==> src/rtl/spi_csr_pkg.sv <==
// Shared register map, interrupt bit positions and field offsets for the
// SPI master CSR block with TX/RX FIFOs.
package spi_csr_pkg;

    localparam logic [31:0] ADDR_TXDATA   = 32'h00;
    localparam logic [31:0] ADDR_RXDATA   = 32'h04;
    localparam logic [31:0] ADDR_CFG      = 32'h08;
    localparam logic [31:0] ADDR_CTRL     = 32'h0C;
    localparam logic [31:0] ADDR_STATUS   = 32'h10;
    localparam logic [31:0] ADDR_INT_STAT = 32'h14;
    localparam logic [31:0] ADDR_INT_EN   = 32'h18;

    localparam int INT_DONE   = 0;
    localparam int INT_TX_OVF = 1;
    localparam int INT_RX_OVF = 2;
    localparam int INT_RX_UNF = 3;

    localparam int ST_BUSY     = 0;
    localparam int ST_TX_FULL  = 1;
    localparam int ST_TX_EMPTY = 2;
    localparam int ST_RX_FULL  = 3;
    localparam int ST_RX_EMPTY = 4;
    localparam int ST_TX_LEVEL = 8;
    localparam int ST_RX_LEVEL = 16;

    localparam int CFG_CPOL  = 0;
    localparam int CFG_CPHA  = 1;
    localparam int CFG_ORDER = 2;
    localparam int CFG_SS    = 3;

    function automatic int cfg_rd_bit(input int num_ss);
        return num_ss + 3;
    endfunction

    function automatic int cfg_scks_lo(input int num_ss);
        return num_ss + 4;
    endfunction

endpackage

==> src/rtl/spi_sync_fifo.sv <==
// Single-clock FIFO with extra pointer MSB to tell full from empty on wrap.
// Flush beats push; pop on empty is ignored; push on full is dropped unless popped.
module spi_sync_fifo #(
    parameter int WIDTH = 32,
    parameter int DEPTH = 8
) (
    input  logic                     clk,
    input  logic                     reset,
    input  logic                     push,
    input  logic                     pop,
    input  logic                     flush,
    input  logic [WIDTH-1:0]         din,
    output logic [WIDTH-1:0]         dout,
    output logic                     full,
    output logic                     empty,
    output logic [$clog2(DEPTH):0]   level
);

    localparam int AW = $clog2(DEPTH);
    localparam logic [AW:0] ONE = 1;

    logic [WIDTH-1:0] mem [DEPTH];
    logic [AW:0]      wptr;
    logic [AW:0]      rptr;
    logic             do_push;
    logic             do_pop;

    assign empty   = (wptr == rptr);
    assign full    = (wptr[AW] != rptr[AW]) && (wptr[AW-1:0] == rptr[AW-1:0]);
    assign level   = wptr - rptr;
    assign dout    = mem[rptr[AW-1:0]];
    assign do_pop  = pop && !empty;
    assign do_push = push && (!full || do_pop);

    always_ff @(posedge clk) begin
        if (!reset) begin
            wptr <= '0;
            rptr <= '0;
            for (int i = 0; i < DEPTH; i++) begin
                mem[i] <= '0;
            end
        end else if (flush) begin
            wptr <= '0;
            rptr <= '0;
        end else begin
            if (do_push) begin
                mem[wptr[AW-1:0]] <= din;
                wptr <= wptr + ONE;
            end
            if (do_pop) begin
                rptr <= rptr + ONE;
            end
        end
    end

endmodule

==> src/rtl/spi_csr_fifo.sv <==
// APB-side CSR block for the SPI master: TX/RX FIFOs, config, start pulse,
// W1C interrupt status and a registered level irq.
module spi_csr_fifo
    import spi_csr_pkg::*;
#(
    parameter int WORD_W     = 32,
    parameter int NUM_SS     = 4,
    parameter int FIFO_DEPTH = 8
) (
    input  logic              clk,
    input  logic              reset,
    input  logic [31:0]       waddr,
    input  logic [31:0]       raddr,
    input  logic [31:0]       wdata,
    input  logic              wr_en,
    input  logic              rd_en,
    output logic [31:0]       rdata,
    output logic              rack,
    output logic              wack,
    output logic              raddrerr,
    output logic              waddrerr,
    output logic [WORD_W-1:0] tx_data,
    output logic              tx_empty,
    input  logic              tx_pop,
    input  logic [WORD_W-1:0] rx_data,
    input  logic              rx_push,
    input  logic              busy,
    output logic              ctrl_cpol,
    output logic              ctrl_cpha,
    output logic              ctrl_order,
    output logic              ctrl_rd,
    output logic [NUM_SS-1:0] ctrl_slave_en,
    output logic [1:0]        ctrl_scks,
    output logic              start_op,
    output logic              irq
);

    localparam int LW       = $clog2(FIFO_DEPTH) + 1;
    localparam int CFG_RD   = cfg_rd_bit(NUM_SS);
    localparam int CFG_SCKS = cfg_scks_lo(NUM_SS);
    localparam int CFG_W    = CFG_SCKS + 2;

    logic              rd_ok, wr_ok;
    logic              tx_push, cfg_wr, ctrl_wr, ist_wr, ien_wr;
    logic              rx_rd, rx_pop, tx_flush, rx_flush;
    logic              tx_full, rx_full, rx_empty;
    logic [LW-1:0]     tx_level, rx_level;
    logic [WORD_W-1:0] rx_dout;
    logic [CFG_W-1:0]  cfg_q;
    logic [3:0]        int_stat, int_en, int_set, int_clr;
    logic              busy_q;
    logic [31:0]       status, rd_word;

    assign rd_ok = rd_en && (raddr inside {ADDR_TXDATA, ADDR_RXDATA, ADDR_CFG,
        ADDR_CTRL, ADDR_STATUS, ADDR_INT_STAT, ADDR_INT_EN});
    assign wr_ok = wr_en && (waddr inside {ADDR_TXDATA, ADDR_CFG, ADDR_CTRL,
        ADDR_INT_STAT, ADDR_INT_EN});
    assign raddrerr = rd_en && !rd_ok;
    assign waddrerr = wr_en && !wr_ok;

    assign tx_push  = wr_ok && (waddr == ADDR_TXDATA);
    assign cfg_wr   = wr_ok && (waddr == ADDR_CFG);
    assign ctrl_wr  = wr_ok && (waddr == ADDR_CTRL);
    assign ist_wr   = wr_ok && (waddr == ADDR_INT_STAT);
    assign ien_wr   = wr_ok && (waddr == ADDR_INT_EN);
    assign rx_rd    = rd_ok && (raddr == ADDR_RXDATA);
    assign rx_pop   = rx_rd && !rx_empty;
    assign tx_flush = ctrl_wr && wdata[1];
    assign rx_flush = ctrl_wr && wdata[2];

    spi_sync_fifo #(.WIDTH(WORD_W), .DEPTH(FIFO_DEPTH)) u_tx_fifo (
        .clk(clk), .reset(reset), .push(tx_push), .pop(tx_pop),
        .flush(tx_flush), .din(wdata[WORD_W-1:0]), .dout(tx_data),
        .full(tx_full), .empty(tx_empty), .level(tx_level)
    );

    spi_sync_fifo #(.WIDTH(WORD_W), .DEPTH(FIFO_DEPTH)) u_rx_fifo (
        .clk(clk), .reset(reset), .push(rx_push), .pop(rx_pop),
        .flush(rx_flush), .din(rx_data), .dout(rx_dout),
        .full(rx_full), .empty(rx_empty), .level(rx_level)
    );

    assign ctrl_cpol     = cfg_q[CFG_CPOL];
    assign ctrl_cpha     = cfg_q[CFG_CPHA];
    assign ctrl_order    = cfg_q[CFG_ORDER];
    assign ctrl_slave_en = cfg_q[CFG_SS +: NUM_SS];
    assign ctrl_rd       = cfg_q[CFG_RD];
    assign ctrl_scks     = cfg_q[CFG_SCKS +: 2];

    // A push onto a full FIFO survives only if the same cycle pops.
    always_comb begin
        int_set             = '0;
        int_set[INT_DONE]   = busy_q && !busy;
        int_set[INT_TX_OVF] = tx_push && tx_full && !tx_pop;
        int_set[INT_RX_OVF] = rx_push && rx_full && !rx_pop;
        int_set[INT_RX_UNF] = rx_rd && rx_empty;
        int_clr             = ist_wr ? wdata[3:0] : 4'd0;
    end

    always_comb begin
        status                   = '0;
        status[ST_BUSY]          = busy;
        status[ST_TX_FULL]       = tx_full;
        status[ST_TX_EMPTY]      = tx_empty;
        status[ST_RX_FULL]       = rx_full;
        status[ST_RX_EMPTY]      = rx_empty;
        status[ST_TX_LEVEL +: 7] = 7'(tx_level);
        status[ST_RX_LEVEL +: 7] = 7'(rx_level);
    end

    always_comb begin
        rd_word = '0;
        case (raddr)
            ADDR_RXDATA:   rd_word[WORD_W-1:0] = rx_empty ? '0 : rx_dout;
            ADDR_CFG:      rd_word[CFG_W-1:0]  = cfg_q;
            ADDR_STATUS:   rd_word             = status;
            ADDR_INT_STAT: rd_word[3:0]        = int_stat;
            ADDR_INT_EN:   rd_word[3:0]        = int_en;
            default:       rd_word             = '0;
        endcase
    end

    always_ff @(posedge clk) begin
        if (!reset) begin
            rdata    <= '0;
            rack     <= 1'b0;
            wack     <= 1'b0;
            start_op <= 1'b0;
            irq      <= 1'b0;
            busy_q   <= 1'b0;
            cfg_q    <= '0;
            int_stat <= '0;
            int_en   <= '0;
        end else begin
            rack     <= rd_ok;
            wack     <= wr_ok;
            start_op <= ctrl_wr && wdata[0];
            busy_q   <= busy;
            if (rd_ok) begin
                rdata <= rd_word;
            end
            if (cfg_wr) begin
                cfg_q <= wdata[CFG_W-1:0];
            end
            if (ien_wr) begin
                int_en <= wdata[3:0];
            end
            int_stat <= (int_stat & ~int_clr) | int_set;
            irq      <= |(int_stat & int_en);
        end
    end

endmodule

==> config.mk <==
export PLATFORM = sky130hd
export DESIGN_NAME = spi_csr_fifo
export DESIGN_NICKNAME = d
export VERILOG_FILES = /design/src/rtl/spi_csr_pkg.sv /design/src/rtl/spi_sync_fifo.sv /design/src/rtl/spi_csr_fifo.sv
export SDC_FILE = /design/constraint.sdc
export NUM_CORES = 1
export LEC_CHECK = 0
export ABC_CLOCK_PERIOD_IN_PS = 17000
export CAP_MARGIN = 20
export CORE_MARGIN = 2
export CORE_UTILIZATION = 45
export CTS_BUF_LIST = sky130_fd_sc_hd__clkbuf_16
export DETAILED_ROUTE_END_ITERATION = 8
export GPL_ROUTABILITY_DRIVEN = 0
export PLACE_DENSITY = 0.69
export SETUP_SLACK_MARGIN = 0.02
export SYNTH_ARGS = -nofsm -noshare
export SYNTH_HDL_FRONTEND = slang
export SYNTH_SLANG_ARGS = --single-unit
==> constraint.sdc <==
create_clock -name clk -period 17 [get_ports clk]
set_clock_uncertainty 0.15 [all_clocks]
set_input_delay 3.4 -clock clk [delete_from_list [all_inputs] [get_ports clk]]
set_output_delay 3.4 -clock clk [all_outputs]
set_load 0.02 [all_outputs]
==> results.md, run 1 <==
Synth:
- The number of enable flip-flop cells after synthesis is 512.
- Of the post-synthesis cell area, the dominant cell type holds 57.10%.
- The most used standard cell by instance count after synthesis is edfxtp_1.
- The portion of the post-synthesis area used by sequential elements is 62.83%.
- In this run, synthesis produced a sequential element count of 589.
- The netlist uses 58 different library cells.
- The synthesized area is roughly 0.027 sq mm.
- By area the synthesized netlist is led by edfxtp_1 (57%), mux4_2 (11%), dfxtp_1 (5.7%), and2_1 (5.7%), nor2_1 (3.2%).
- During synthesis, Yosys emitted a total of 0 warnings.
- Of all cell types, the one taking the most synthesized area is edfxtp_1.
- The commonest register cell after synthesis is edfxtp_1.
- The average cell area after synthesis is 14.25 sq um.
- The cell count after synthesis came out at 1889.
- In the synthesized netlist the async set-or-reset flop fraction comes to 0%.
- The number of nets in the synthesized netlist is a little over 2k.
- The commonest cells after synthesis are edfxtp_1 (512), and2_1 (246), nor2_1 (228), mux4_2 (126), clkbuf_1 (97).

Floorplan:
- The number of I/O pins is between 200 and 250.
- The area of the die is 0.06181 sq mm.
- The overall die height is 248.6 um.
- The starting utilization of the core area is a little under half.
- From left edge to right edge, the die measures 248.6 um.
- The number of placement rows is between 80 and 90.
- The core area is 0.05913 sq mm.

CTS:
- The cell chosen for the clock root is clkbuf_16.
- The TritonCTS clock tree is done.
- The sink count of the clock tree is 589.
- The number of hold-repair buffers added at the cts stage is 0.
- The level count of the clock H-tree is 2.
- The clock latency of the later-clocked register in the worst-skew pair is 620 ps.
- The number of setup buffers added after CTS is 0.
- The clock passes through at most 3 buffers.
- Clock-pin slew was measured on the worst setup and hold paths at 60 ps.
- Counting the buffers created by CTS gives 60.
- After clock tree synthesis, the repair step resized 0 gates.

Placed design:
- The wire-length estimate of the detail-placed layout is roughly 44000 um.
- Once placement finished, the instance area stood at 0.02995 sq mm.
- The number of buffer cells added on primary ports is 215.

Routing:
- The violation count after the first detailed-routing iteration is roughly 1.6k.
- The number of antenna-violating nets in the routed design is 0.
- After detailed routing, the average wire length per cell comes to roughly 25 um.
- In the routed layout, each cell is associated on average with a via count of 5.896.
- For this block, the via count after detailed routing is 17.11k.
- The post-detailed-route DRC marker count is 24.
- The final layout contains routed wiring with a total length of 72510 um.
- The first detailed-routing pass took 9 iterations.

Power and ir drop:
- The maximum resistive drop on vdd is 0.07130 mV.
- The power density of the placed cells is 96.74 mW/mm^2.
- The static leakage power is 0.01063 uW.

Global routing:
- The total overflow reported by the global router is 0.
- The number of antenna violations at the first check in global routing is 5.
- The number of global-route vias before repair came to 17.97k.
- The pin count of the biggest net entering global routing is 65.
- Global routing consumed, over all layers together, 23.49% of the routing resources.
- The first global-routing pass estimated 110200 um of wire.

Worst hold path:
- In this run the worst hold path is classified as reg2reg.

Timing:
- For the pin with the worst max-slew slack, the measured transition is 1034 ps.
- The final sum of negative setup slack is 0 ps.
- The count of final max-slew check failures is 0.
- Setup violations remaining at the end of the flow were counted as 0.
- The highest attainable clock frequency is 112.3 MHz.
- The post-route clock period utilization is between 50% and 60%.
- The total count of hold-check failures in the final report is 0.
- Setup repair after global routing left no endpoint under its margin.
- The worst path in the final design needs a cycle of 8907 ps, including I/O delays and setup.
- The normalized max-slew margin is 31.04%.

Status:
- The final reports fail on DRC.
- The run finished, with violations left.

Finish:
- The final instance area is 0.03184 sq mm.
- The area growth from synthesis to layout is 18.25%.
- The share of final-layout standard cells stronger than drive strength 1 is 18.59%.
- The final layout contains between 2k and 2.5k nets.

Setup path:
- Data on the critical path is required at its endpoint by 13450 ps.
- STA classifies the critical path startpoint as a primary input.
- The arrival time of data at the critical path endpoint is 5360 ps.
- The highest fanout seen on the critical path is 15.
- The type of the setup path with the least slack is in2out.
- The critical path capture point type is a primary output.

Run:
- The count of maximum capacitance violations is 0.
## cell type report
class | count | area, sq um
fill | 4748 | 27290
sequential | 589 | 16930
multi-input combinational | 1139 | 9478
timing repair buffer | 265 | 2530
clock buffer | 61 | 1526
tap | 773 | 967.2
clock inverter | 52 | 327.8
inverter | 19 | 71.32
antenna | 4 | 10.01
## cells in the final DEF, fill, tap and decap left out, drive strengths merged, types with 5 or more instances in the layout
cell type and n:
nand2 91, clkinv 22, and3 6, a21oi 27
mux2i 32, xnor2 6, nor3 20, inv 43
mux2 54, and2 246, a211o 6, nand2b 5
nor4 134, buf 51, a22oi 18, nand4 8
clkbuf 61, clkdlybuf4s50 214, mux4 126, a221oi 8
ha 10, dfxtp 77, and4 6, nor2 229
xor2 7, nand3 19, edfxtp 512, o21ai 28
## report_power, final
group / internal, uW / total, uW / switching (uW)
Combinational: 73.1 / 186 / 112
Clock: 705 / 1250 / 545
Sequential: 1630 / 1640 / 15.7
## per-layer routing
| metal | vias up | part of all wire (%) | GRT usage (%) |
|---|---|---|---|
| met5 | - | 0.018 | 0 |
| met4 | 2 | 3.3 | 8.571 |
| met3 | 146 | 8.3 | 4.648 |
| met2 | 763 | 50 | 40.53 |
| met1 | 8653 | 38 | 29.45 |
| li1 | 7546 | - | - |
## path summary, 6_finish.rpt
check,start,end,slack [ps],depth (start not counted)
worst min register to register,busy_q,int_stat[0],310,1
worst min-delay path,busy_q,int_stat[0],310,1
worst max-delay path,raddr[4],raddrerr,8090,6
worst max register to register,u_rx_fifo.wptr[0],u_rx_fifo.mem[4][7],13080,7
## per-stage QoR
stage | hold WS (ps) | util [%] | power (uW) | cells | setup WS [ps]
3_5_place_dp | 297.7 | 50.65 | 1859 | 2783 | 8143
2_1_floorplan | 287.2 | - | 1760 | 1889 | 9077
3_3_place_gp | 291.2 | 50.65 | 1852 | 2782 | 7599
5_1_grt | 326.1 | 53.83 | 3167 | 2899 | 7989
4_1_cts | 311.2 | 53.79 | 3096 | 2896 | 8119
6_report | 312.2 | 53.85 | 3080 | 2902 | 8093
## sequential cells by signal (all words and copies together) (netlist names), named ones only
| signal | cells |
|---|---|
| u_rx_fifo.rptr | 4 |
| int_en | 4 |
| start_op | 1 |
| u_rx_fifo.wptr | 4 |
| rack | 1 |
| u_tx_fifo.rptr | 4 |
| wack | 1 |
| u_tx_fifo.mem | 256 |
| rdata | 32 |
| busy_q | 1 |
| int_stat | 4 |
| cfg_q | 10 |
| irq | 1 |
| u_tx_fifo.wptr | 4 |
| u_rx_fifo.mem | 256 |
## worst max-delay path, stage by stage
cell and delay (ps):
clkdlybuf4s50_1 450, buf_4 290, a311oi_1 150, buf_2 200, a31oi_1 200, clkdlybuf4s50_1 650
## kinds of logic (layout without fill, tap and decap cells)
family,Yosys count,after routing,share of synthesized area (%)
buffers and inverters,161,397,2.691
flip-flops,589,589,62.83
other,0,4,0
XOR/XNOR,13,13,0.4229
multiplexers,212,212,13.99
AO/OA/AOI/OAI,115,115,2.872
AND/OR/NAND/NOR,787,787,16.59
adder cells (fa/ha/maj),12,12,0.6134
(Power assumes the default switching activity.)
==> run 2, diff against run 1 <==
--- a/config.mk
+++ b/config.mk
@@ -5,14 +5,14 @@
 export SDC_FILE = /design/constraint.sdc
 export NUM_CORES = 1
 export LEC_CHECK = 0
-export ABC_CLOCK_PERIOD_IN_PS = 17000
+export ABC_CLOCK_PERIOD_IN_PS = 7600
 export CAP_MARGIN = 20
 export CORE_MARGIN = 2
 export CORE_UTILIZATION = 45
 export CTS_BUF_LIST = sky130_fd_sc_hd__clkbuf_16
 export DETAILED_ROUTE_END_ITERATION = 8
 export GPL_ROUTABILITY_DRIVEN = 0
-export PLACE_DENSITY = 0.69
+export PLACE_DENSITY = 0.72
 export SETUP_SLACK_MARGIN = 0.02
 export SYNTH_ARGS = -nofsm -noshare
 export SYNTH_HDL_FRONTEND = slang
==> constraint.sdc (replaced) <==
create_clock -name clk -period 7.6 [get_ports clk]
set_clock_uncertainty 0.15 [all_clocks]
set_input_delay 1.52 -clock clk [delete_from_list [all_inputs] [get_ports clk]]
set_output_delay 1.52 -clock clk [all_outputs]
set_load 0.02 [all_outputs]
==> results.md, run 2 (synthesis gave the netlist of run 1 again) <==
Status:
- The flow ran to the end, but the final reports show violations.
- The final reports fail on DRC.

Finish:
- The final-stage net count is 2219 (-0.090%).
- The combined area of the multi-input logic cells was 0.009474 sq mm (about the same).
- The library cells used most frequently in the layout, excluding fill and tap cells, are edfxtp_1 (512), and2_1 (245), nor2_1 (227).
- The fill cell instance count of the final layout came to 4738 (-0.21%).
- The total area of sequential cells came to 0.01693 sq mm (unchanged).
- The largest registers in the layout are u_rx_fifo.mem (256), u_tx_fifo.mem (256), rdata (32).
- Relative to the synthesized area, the layout overhead comes to 18.09%.
- The final instance area is 0.03180 sq mm (-0.13%).
- The share of final-layout standard cells stronger than drive strength 1 is 18.79% (+0.20 points).
- The most common cell after layout, fill and taps aside is edfxtp_1.

Timing:
- The final sum of negative setup slack is 0 ps (unchanged).
- The final count of negative-setup-slack endpoints is 0 (unchanged).
- The count of final max-slew check failures came to 0 (unchanged).
- The highest attainable clock frequency is around 180 MHz.
- The actual transition at the worst max-transition pin came to 1060 ps (+25.31 ps).
- The post-route clock period utilization is 72.86%.
- For the finished layout, the period the worst path requires is 5538 ps.
- Setup repair after global routing left no endpoint under its margin.
- The normalized max-slew margin was 29.36% (-1.7 points).
- The final critical-path setup slack was 2062 ps (-6031 ps).
- The total count of hold-check failures in the final report is 0 (unchanged).
- The post-route worst hold slack is 337.5 ps (+25.29 ps).

Routing:
- The number of vias after detailed routing was 17.18k (+0.39%).
- The average wire per cell in the routed design is 24.20 um (-3.1%).
- The number of antenna-violating nets in the routed design is 0 (unchanged).
- The final wirelength is 70020 um (-3.4%).
- After detailed routing, no signal wire sits above met5.
- The post-detailed-route DRC marker count is 20 (-17%).
- The routed length on met2 came to 36040 um (-0.49%).
- The routed length on met3 is 5435 um (-9.9%).
- The violation count after the first detailed-routing iteration is 1633 (+2.9%).
- The length of the first detailed-routing pass in iterations was 7 (-2).
- The average vias per placed instance is 5.937 (+0.70%).
- The met1 wire length is 26390 um (-5.3%).

Setup path:
- The highest fanout seen on the critical path is 15 (unchanged).
- The critical path capture point type is a primary output.
- The required time at the endpoint of the critical path came to 5930 ps (-7520 ps).
- The cell with the biggest individual delay on the critical path is a311oi_1.
- The type of the setup path with the least slack is in2out.
- The reg-to-reg setup timing slack came to 3650 ps (-9430 ps).
- The sort of element at the start of the critical path is a primary input.
- The dominant delay contributor by cell family on the critical path is buffers and inverters.
- The maximum cell stage delay along the critical path is 730 ps (+80 ps).
- The total buffers and inverters traversed by the critical path is 3 (-1).
- The signal on the critical path passes through clkdlybuf4s50_1, buf_4, a311oi_1, a31oi_1, clkdlybuf4s50_1.
- The most numerous cell type found on the critical path is clkdlybuf4s50_1.
- The arrival time of data at the critical path endpoint was 3870 ps (-1490 ps).

Floorplan:
- The die span in x is 248.6 um (unchanged).
- The number of placement rows came to 89 (unchanged).
- The core area came to 0.05913 sq mm (unchanged).
- The starting utilization of the core area is 45.54% (unchanged).
- The area of the die came to 0.06181 sq mm (unchanged).
- The number of I/O pins is 216 (unchanged).
- The overall die height was 248.6 um (unchanged).

Power and ir drop:
- The maximum resistive drop on vdd is 0.1876 mV (+160%).
- The static leakage power is 0.01056 uW (-0.62%).
- The power density of the placed cells was 216.1 mW/mm^2 (+120%).

Placed design:
- The final HPWL from detailed placement is 43890 um (-1.0%).
- The post-placement worst setup slack was 2236 ps (-5907 ps).
- The number of buffer cells added on primary ports is 215 (unchanged).
- The instance area after placement is 0.02995 sq mm (about the same).

Global routing:
- The number of global-route vias before repair is 17.73k (-1.3%).
- The total overflow reported by the global router is 0 (unchanged).
- The number of antenna violations at the first check in global routing is 2 (-3).
- The overall fraction of global-route tracks in use was 22.57% (-0.93 points).
- The global-route wire length before repair was 106600 um (-3.3%).
- The pin count of the biggest net entering global routing is 61 (-6.2%).

CTS:
- The number of setup buffers added after CTS came to 0 (unchanged).
- The sink count of the clock tree is 589 (unchanged).
- The cell chosen for the clock root is clkbuf_16.
- The number of hold-repair buffers added at the cts stage was 0 (unchanged).
- The post-cts repair resize count is 0 (unchanged).
- The TritonCTS clock tree is done.
- The level count of the clock H-tree is 2 (unchanged).
- The clock latency of the later-clocked register in the worst-skew pair is 630 ps (about the same).
- The clock-pin slew on the worst setup and hold paths is 60 ps (about the same).
- The maximum clock path buffer count is 3 (unchanged).
- The total clock buffers created by CTS is 59 (-1.7%).

Worst hold path:
- The worst hold path class is reg2reg.

Run:
- The count of maximum capacitance violations is 0 (unchanged).
-- run 2: cell types whose count changed in the layout (fill, tap and decap cells not counted) --
cell / before / now
buf_4: 48 / 49
clkinv_8: 0 / 1
buf_2: 1 / 0
diode_2: 4 / 2
a211o_2: 3 / 0
clkinvlp_2: 0 / 1
buf_6: 2 / 1
clkinvlp_4: 2 / 3
clkinv_2: 4 / 10
inv_1: 41 / 28
clkbuf_16: 61 / 60
inv_6: 2 / 1
a211o_1: 3 / 6
-- run 2: worst reg2reg max path, stage by stage, from the launching register on --
cell     delay [ps]
dfxtp_1         700
ha_1            370
nand3_1         140
nor3_1          100
nor4b_1         540
nand2_1         320
o31ai_4         830
buf_4           460
-- run 2: per-layer routing --
| layer | track usage [%] | vias to the layer above |
|---|---|---|
| met2 | 39.84 | 804 |
| met1 | 28.00 | 8694 |
| met5 | 0 | - |
| met4 | 8.052 | 2 |
| li1 | - | 7537 |
| met3 | 3.831 | 140 |
-- run 2: area by class of cell --
class / instances / area share (%)
timing repair buffer: 264 / 7.929
clock inverter: 47 / 1.035
inverter: 19 / 0.2243
antenna: 2 / 0.01574
sequential: 589 / 53.24
multi-input combinational: 1139 / 29.79
tap: 773 / 3.042
clock buffer: 60 / 4.722
-- run 2: power by group --
group	total, uW	leakage [uW]	internal [uW]	switching [uW]
sequential	3680	0.00580	3640	38.3
clock	2780	0.000926	1560	1220
combinational	412	0.00384	163	248
total	6870	0.0106	5360	1510
-- run 2: path summary, 6_finish.rpt --
check / start / endpoint / depth (start not counted)
worst max-delay path: raddr[4] / raddrerr / 5
worst min-delay path: busy_q / int_stat[0] / 1
worst max register to register: u_tx_fifo.wptr[1] / u_tx_fifo.mem[1][16] / 7
worst min register to register: busy_q / int_stat[0] / 1
-- run 2: metrics by stage --
stage,total power (uW),util (%),instances
4_1_cts,6907,53.75,2890
5_1_grt,7067,53.77,2891
2_1_floorplan,3937,-,1889
3_5_place_dp,4158,50.65,2783
3_3_place_gp,4141,50.65,2783
6_report,6872,53.78,2893
